[src/rtl/coax_rx_buffer.sv]
// coax_rx_buffer: receive FIFO between coax_rx and the host reader.
// Buffers 10-bit received words, latches the first receive error code,
// flags overflow, and kicks coax_rx back to idle after a receive error.
module coax_rx_buffer #(
    parameter int DEPTH = 32
) (
    input  logic                       clk,
    input  logic                       reset,
    input  logic [9:0]                 rx_data,
    input  logic                       rx_strobe,
    input  logic                       rx_error,
    output logic                       rx_reset,
    input  logic                       read_strobe,
    input  logic                       clear,
    output logic [9:0]                 data,
    output logic                       empty,
    output logic                       full,
    output logic [$clog2(DEPTH):0]     count,
    output logic                       error,
    output logic [9:0]                 error_code,
    output logic                       overflow
);

    localparam int AW = $clog2(DEPTH);

    typedef enum logic {
        STATE_NORMAL = 1'b0,
        STATE_ERROR  = 1'b1
    } state_t;

    state_t          state_q, state_d;
    logic [9:0]      mem [DEPTH];
    logic [AW-1:0]   wr_ptr, rd_ptr, rd_ptr_nx;
    logic [AW:0]     count_nx;
    logic            err_prev;
    logic            err_det, do_wr, do_rd, do_ovf, wr_en;

    // Next-state and per-cycle write/read/error decisions.
    always_comb begin
        state_d   = state_q;
        err_det   = 1'b0;
        do_wr     = 1'b0;
        do_ovf    = 1'b0;
        do_rd     = read_strobe & ~empty;
        rd_ptr_nx = rd_ptr + AW'(1);
        if (state_q == STATE_NORMAL) begin
            // Error detection outranks the write in the same cycle.
            err_det = rx_error & ~err_prev;
            if (!err_det && rx_strobe) begin
                // A full FIFO still accepts the word if a read frees a slot.
                do_wr  = ~full | read_strobe;
                do_ovf = full & ~read_strobe;
            end
        end
        if (clear)
            state_d = STATE_NORMAL;
        else if (err_det || do_ovf)
            state_d = STATE_ERROR;
        wr_en = do_wr & ~clear & ~reset;
        count_nx = count;
        case ({do_wr, do_rd})
            2'b10:   count_nx = count + (AW+1)'(1);
            2'b01:   count_nx = count - (AW+1)'(1);
            default: count_nx = count;
        endcase
    end

    // State register.
    always_ff @(posedge clk) begin
        if (reset)
            state_q <= STATE_NORMAL;
        else
            state_q <= state_d;
    end

    // Storage array, no reset so it maps onto RAM.
    always_ff @(posedge clk) begin
        if (wr_en)
            mem[wr_ptr] <= rx_data;
    end

    // Pointers, occupancy, registered head word and error flags.
    always_ff @(posedge clk) begin
        if (reset || clear) begin
            wr_ptr     <= '0;
            rd_ptr     <= '0;
            count      <= '0;
            empty      <= 1'b1;
            full       <= 1'b0;
            data       <= '0;
            error      <= 1'b0;
            overflow   <= 1'b0;
            error_code <= '0;
            rx_reset   <= 1'b0;
            // Forgetting the last level makes a still-high rx_error count as new.
            err_prev   <= 1'b0;
        end else begin
            err_prev <= rx_error;
            rx_reset <= err_det;
            if (err_det) begin
                error      <= 1'b1;
                error_code <= rx_data;
            end
            if (do_ovf) begin
                error    <= 1'b1;
                overflow <= 1'b1;
            end
            if (do_wr)
                wr_ptr <= wr_ptr + AW'(1);
            if (do_rd)
                rd_ptr <= rd_ptr_nx;
            count <= count_nx;
            empty <= (count_nx == '0);
            full  <= (count_nx == (AW+1)'(DEPTH));
            // Head word: next slot after a pop, or the incoming word when it
            // lands in an empty queue (it is not in mem yet this cycle).
            if (do_rd) begin
                if (count > (AW+1)'(1))
                    data <= mem[rd_ptr_nx];
                else if (do_wr)
                    data <= rx_data;
            end else if (do_wr && empty) begin
                data <= rx_data;
            end
        end
    end

endmodule

[config.mk]
export PLATFORM = sky130hd
export DESIGN_NAME = coax_rx_buffer
export DESIGN_NICKNAME = d
export VERILOG_FILES = /design/src/rtl/coax_rx_buffer.sv
export SDC_FILE = /design/constraint.sdc
export NUM_CORES = 1
export LEC_CHECK = 0
export CAP_MARGIN = 20
export CORE_UTILIZATION = 35
export DETAILED_ROUTE_END_ITERATION = 10
export HOLD_SLACK_MARGIN = 0.06
export PLACE_DENSITY_LB_ADDON = 0.05
export SYNTH_ARGS = -nofsm -noshare
export SYNTH_HDL_FRONTEND = slang
export SYNTH_SLANG_ARGS = --single-unit
[constraint.sdc]
create_clock -name clk -period 2.9 [get_ports clk]
set_input_delay 0.58 -clock clk [delete_from_list [all_inputs] [get_ports clk]]
set_output_delay 0.58 -clock clk [all_outputs]
set_load 0.01 [all_outputs]
==> impl_metrics.csv <==
group,metric,value,unit
outcome,status,"finished, violations left",
outcome,violations,"DRC",
clocking,post-cts-setup-buffers,0,
clocking,post_cts_resized,0,
setup_path,critPathSlowestCell,"a221o_1",
yosys,synthesis.instances,1102,
pwr,peakVddDrop,473,uV
clocking,cts.clk_slew.worst_paths,0.06,ns
sta,rsz0062_at_grt,"false",
sta,setup_ws,0.120,ns
placement,portBuffers,46,
detailed_routing,num_vias,9167,
layout,antenna_cells,0,
floorplanning,fp.dieW,207,um
setup_path,worstPathArrival,3.26,ns
setup_path,worstPathMaxFanout,62,
layout,nNetsFinal,1252,
yosys,syn_area_per_cell,13.3,sq um
setup_path,cpLargestDelayFamily,"compound AO/OA/AOI/OAI gates",
clocking,cts.htree.levels,2,
placement,hpwl,27000,um
floorplanning,start_util,0.357,
global_route,grtUsageTotal,0.203,
sta,tns,0,ns
yosys,synth.area.top_cells,"edfxtp_1 (66%), nand2_1 (7.2%), dfxtp_1 (5.7%)",
layout,area_delta_synth_final,20.4,%
clocking,cts_sinks,362,
sta,holdWs,0.477,ns
detailed_routing,routedWlPerCell,23.3,um
placement,place.gp.congestion,0.795,
layout,stdcell_count,1790,
setup_path,startpoint_type,"flip-flop",
layout,postLayoutCoreUtil,0.430,
yosys,synthDistinctLibCells,51,
setup_path,crit_type,"reg -> reg",
sta,finalHoldViolCount,0,
yosys,ys_warn_count,0,
floorplanning,fp.dieH,207,um
worst_hold_path,hold_class,"reg -> reg",
floorplanning,io_pins,47,
detailed_routing,drtAntennaViolNets,0,
setup_path,worst_setup_path_end_kind,"flip-flop",
sta,finalCriticalPeriod,2.78,ns
yosys,synth-seq-cells,362,
yosys,synth_edf_count,320,
yosys,async_flop_share,0,
floorplanning,core,41000,sq um
clocking,cts-hold-fix-buffers,0,
worst_hold_path,hold_path_depth,2,
yosys,synth_top_cell_by_area,"edfxtp_1",
yosys,synth_top_area_frac,0.656,
placement,post-place-ws,0.0223,ns
floorplanning,core.rowCount,74,
setup_path,crit_cells,8,
sta,clock_skew,0.0142,ns
global_route,grt_pass1_vias,9057,
sta,drv_slew,0,
yosys,synthesis.area,14600,sq um
sta,relSlewSlack,0.246,
setup_path,cp.buffers_inverters,1,
yosys,synth-main-ff-cell,"edfxtp_1",
clocking,tritoncts,"yes",
sta,tightest_slew,1.13,ns
yosys,synth-seq-area-share,0.714,
clocking,clk_root_buffer_cell,"clkbuf_16",
global_route,grt_overflow_total,0,
setup_path,rr_worst_depth,8,
yosys,syn_nets,1128,
yosys,synthMostInstantiatedCell,"edfxtp_1",
yosys,synthTopCellsByCount,"edfxtp_1 (320), nand2_1 (281), nand3_1 (105)",
global_route,grt_pass1_wl,61800,um
global_route,grt_max_degree,64,
detailed_routing,remaining_drc_errors,1,
placement,placedCellCount,1714,
setup_path,max_stage_delay,0.49,ns
sta,max_freq,0.360,GHz
detailed_routing,drt_iter0_drc,623,
sta,report.final.setup_viol,0,
clocking,clock_latency,0.56,ns
setup_path,cp.required,3.38,ns
sta,post-route-period-util,0.959,
clocking,cts_buffer_depth,3,
clocking,numCtsBuffers,42,
pwr,power_leakage,5.90,nW
setup_path,path_cells,"ha_1, xnor2_4, buf_12, nand2_1, nand3_1, nand4_1, a221o_1, o31ai_1",
layout,n_fill_cell,3840,
detailed_routing,via_per_inst,5.12,
layout,drive_above_1_share,0.154,
run,drv_cap,0,
floorplanning,die-area,42600,sq um
detailed_routing,wirelength,41800,um
pwr,power_density,629,nW/um^2
detailed_routing,drt_pass1_iterations,8,
global_route,antenna_found_initial,0,
==> report_power, final <==
group / internal [W] / switching [W]
Combinational: 0.000121 / 0.000215
Clock: 0.00300 / 0.00206
Sequential: 0.00568 / 0.0000122
Total: 0.00880 / 0.00229
==> final cells by class <==
| type | count | area, sq um | share of cell area |
|---|---|---|---|
| multi-input cells | 666 | 3860 | 0.219 |
| inverters | 11 | 41.3 | 0.00234 |
| clock inverters | 17 | 131 | 0.00745 |
| flip-flops and latches | 362 | 10500 | 0.593 |
| clock buffers | 59 | 1180 | 0.0667 |
| well taps | 532 | 666 | 0.0378 |
| repair buffers | 143 | 1310 | 0.0742 |
==> cell families (layout without fill, tap and decap cells) <==
kind of cell | after synthesis | count (layout) | synth area share
and+or+nand+nor | 517 | 517 | 0.154
DFF | 362 | 362 | 0.714
AOI/OAI and AO/OA | 76 | 76 | 0.0374
buffers and inverters | 74 | 230 | 0.0247
muxes | 54 | 54 | 0.0551
adders and majority gates | 10 | 10 | 0.00855
xor gates and xnor gates | 9 | 9 | 0.00641
==> worst paths after layout <==
path	end	from	slack [ns]
min reg2reg	overflow$_SDFFE_PP0P_	overflow$_SDFFE_PP0P_	0.48
max reg2reg	data[1]$_SDFFE_PP0P_	rd_ptr[1]$_SDFFE_PP0N_	0.12
max	data[1]$_SDFFE_PP0P_	rd_ptr[1]$_SDFFE_PP0N_	0.12
min	overflow$_SDFFE_PP0P_	overflow$_SDFFE_PP0P_	0.48
==> placed cells by master (no fill, tap or decap), types with 7 or more instances in the layout <==
cell type / Yosys / routed
nand4_1: 25 / 25
mux4_2: 20 / 20
clkdlybuf4s50_1: 0 / 46
nand3_1: 105 / 105
inv_1: 9 / 9
a21oi_1: 14 / 14
dfxtp_1: 42 / 41
buf_12: 0 / 8
clkbuf_16: 0 / 43
buf_4: 14 / 88
mux2i_1: 21 / 21
clkbuf_1: 24 / 12
nor2_1: 64 / 63
a221o_1: 10 / 10
edfxtp_1: 320 / 320
a31oi_1: 11 / 11
a32oi_1: 10 / 10
and3_1: 10 / 10
nand2_1: 281 / 281
mux2_2: 7 / 7
o31ai_1: 10 / 10
ha_1: 10 / 10
clkinv_1: 0 / 8
==> registers in the layout, indices dropped and copies added, names as in the netlist <==
| register | cells |
|---|---|
| err_prev | 1 |
| empty | 1 |
| count | 6 |
| overflow | 1 |
| full | 1 |
| rx_reset | 1 |
| data | 10 |
| state_q | 1 |
| mem | 320 |
| rd_ptr | 5 |
| wr_ptr | 5 |
| error_code | 10 |
==> per-stage QoR <==
step	cell area (sq um)	power, W
6_report	17600	0.0111
5_1_grt	17600	0.0114
4_1_cts	17600	0.0112
3_5_place_dp	16300	0.00614
3_3_place_gp	16300	0.00614
2_1_floorplan	14600	0.00590
==> layer usage <==
layer	vias to the layer above	wire length, um	track usage
met5	-	0	0
met4	0	1510	0.0846
met3	65	2340	0.0434
met2	225	18200	0.298
met1	4584	19700	0.290
li1	4293	-	-
==> tightest hold or removal path, cell delays in order, from the launching register on <==
cell     delay (ns)
dfxtp_1        0.33
a31oi_1        0.04
nor2_1         0.07
Note: power is estimated with default switching activity, not from simulation.
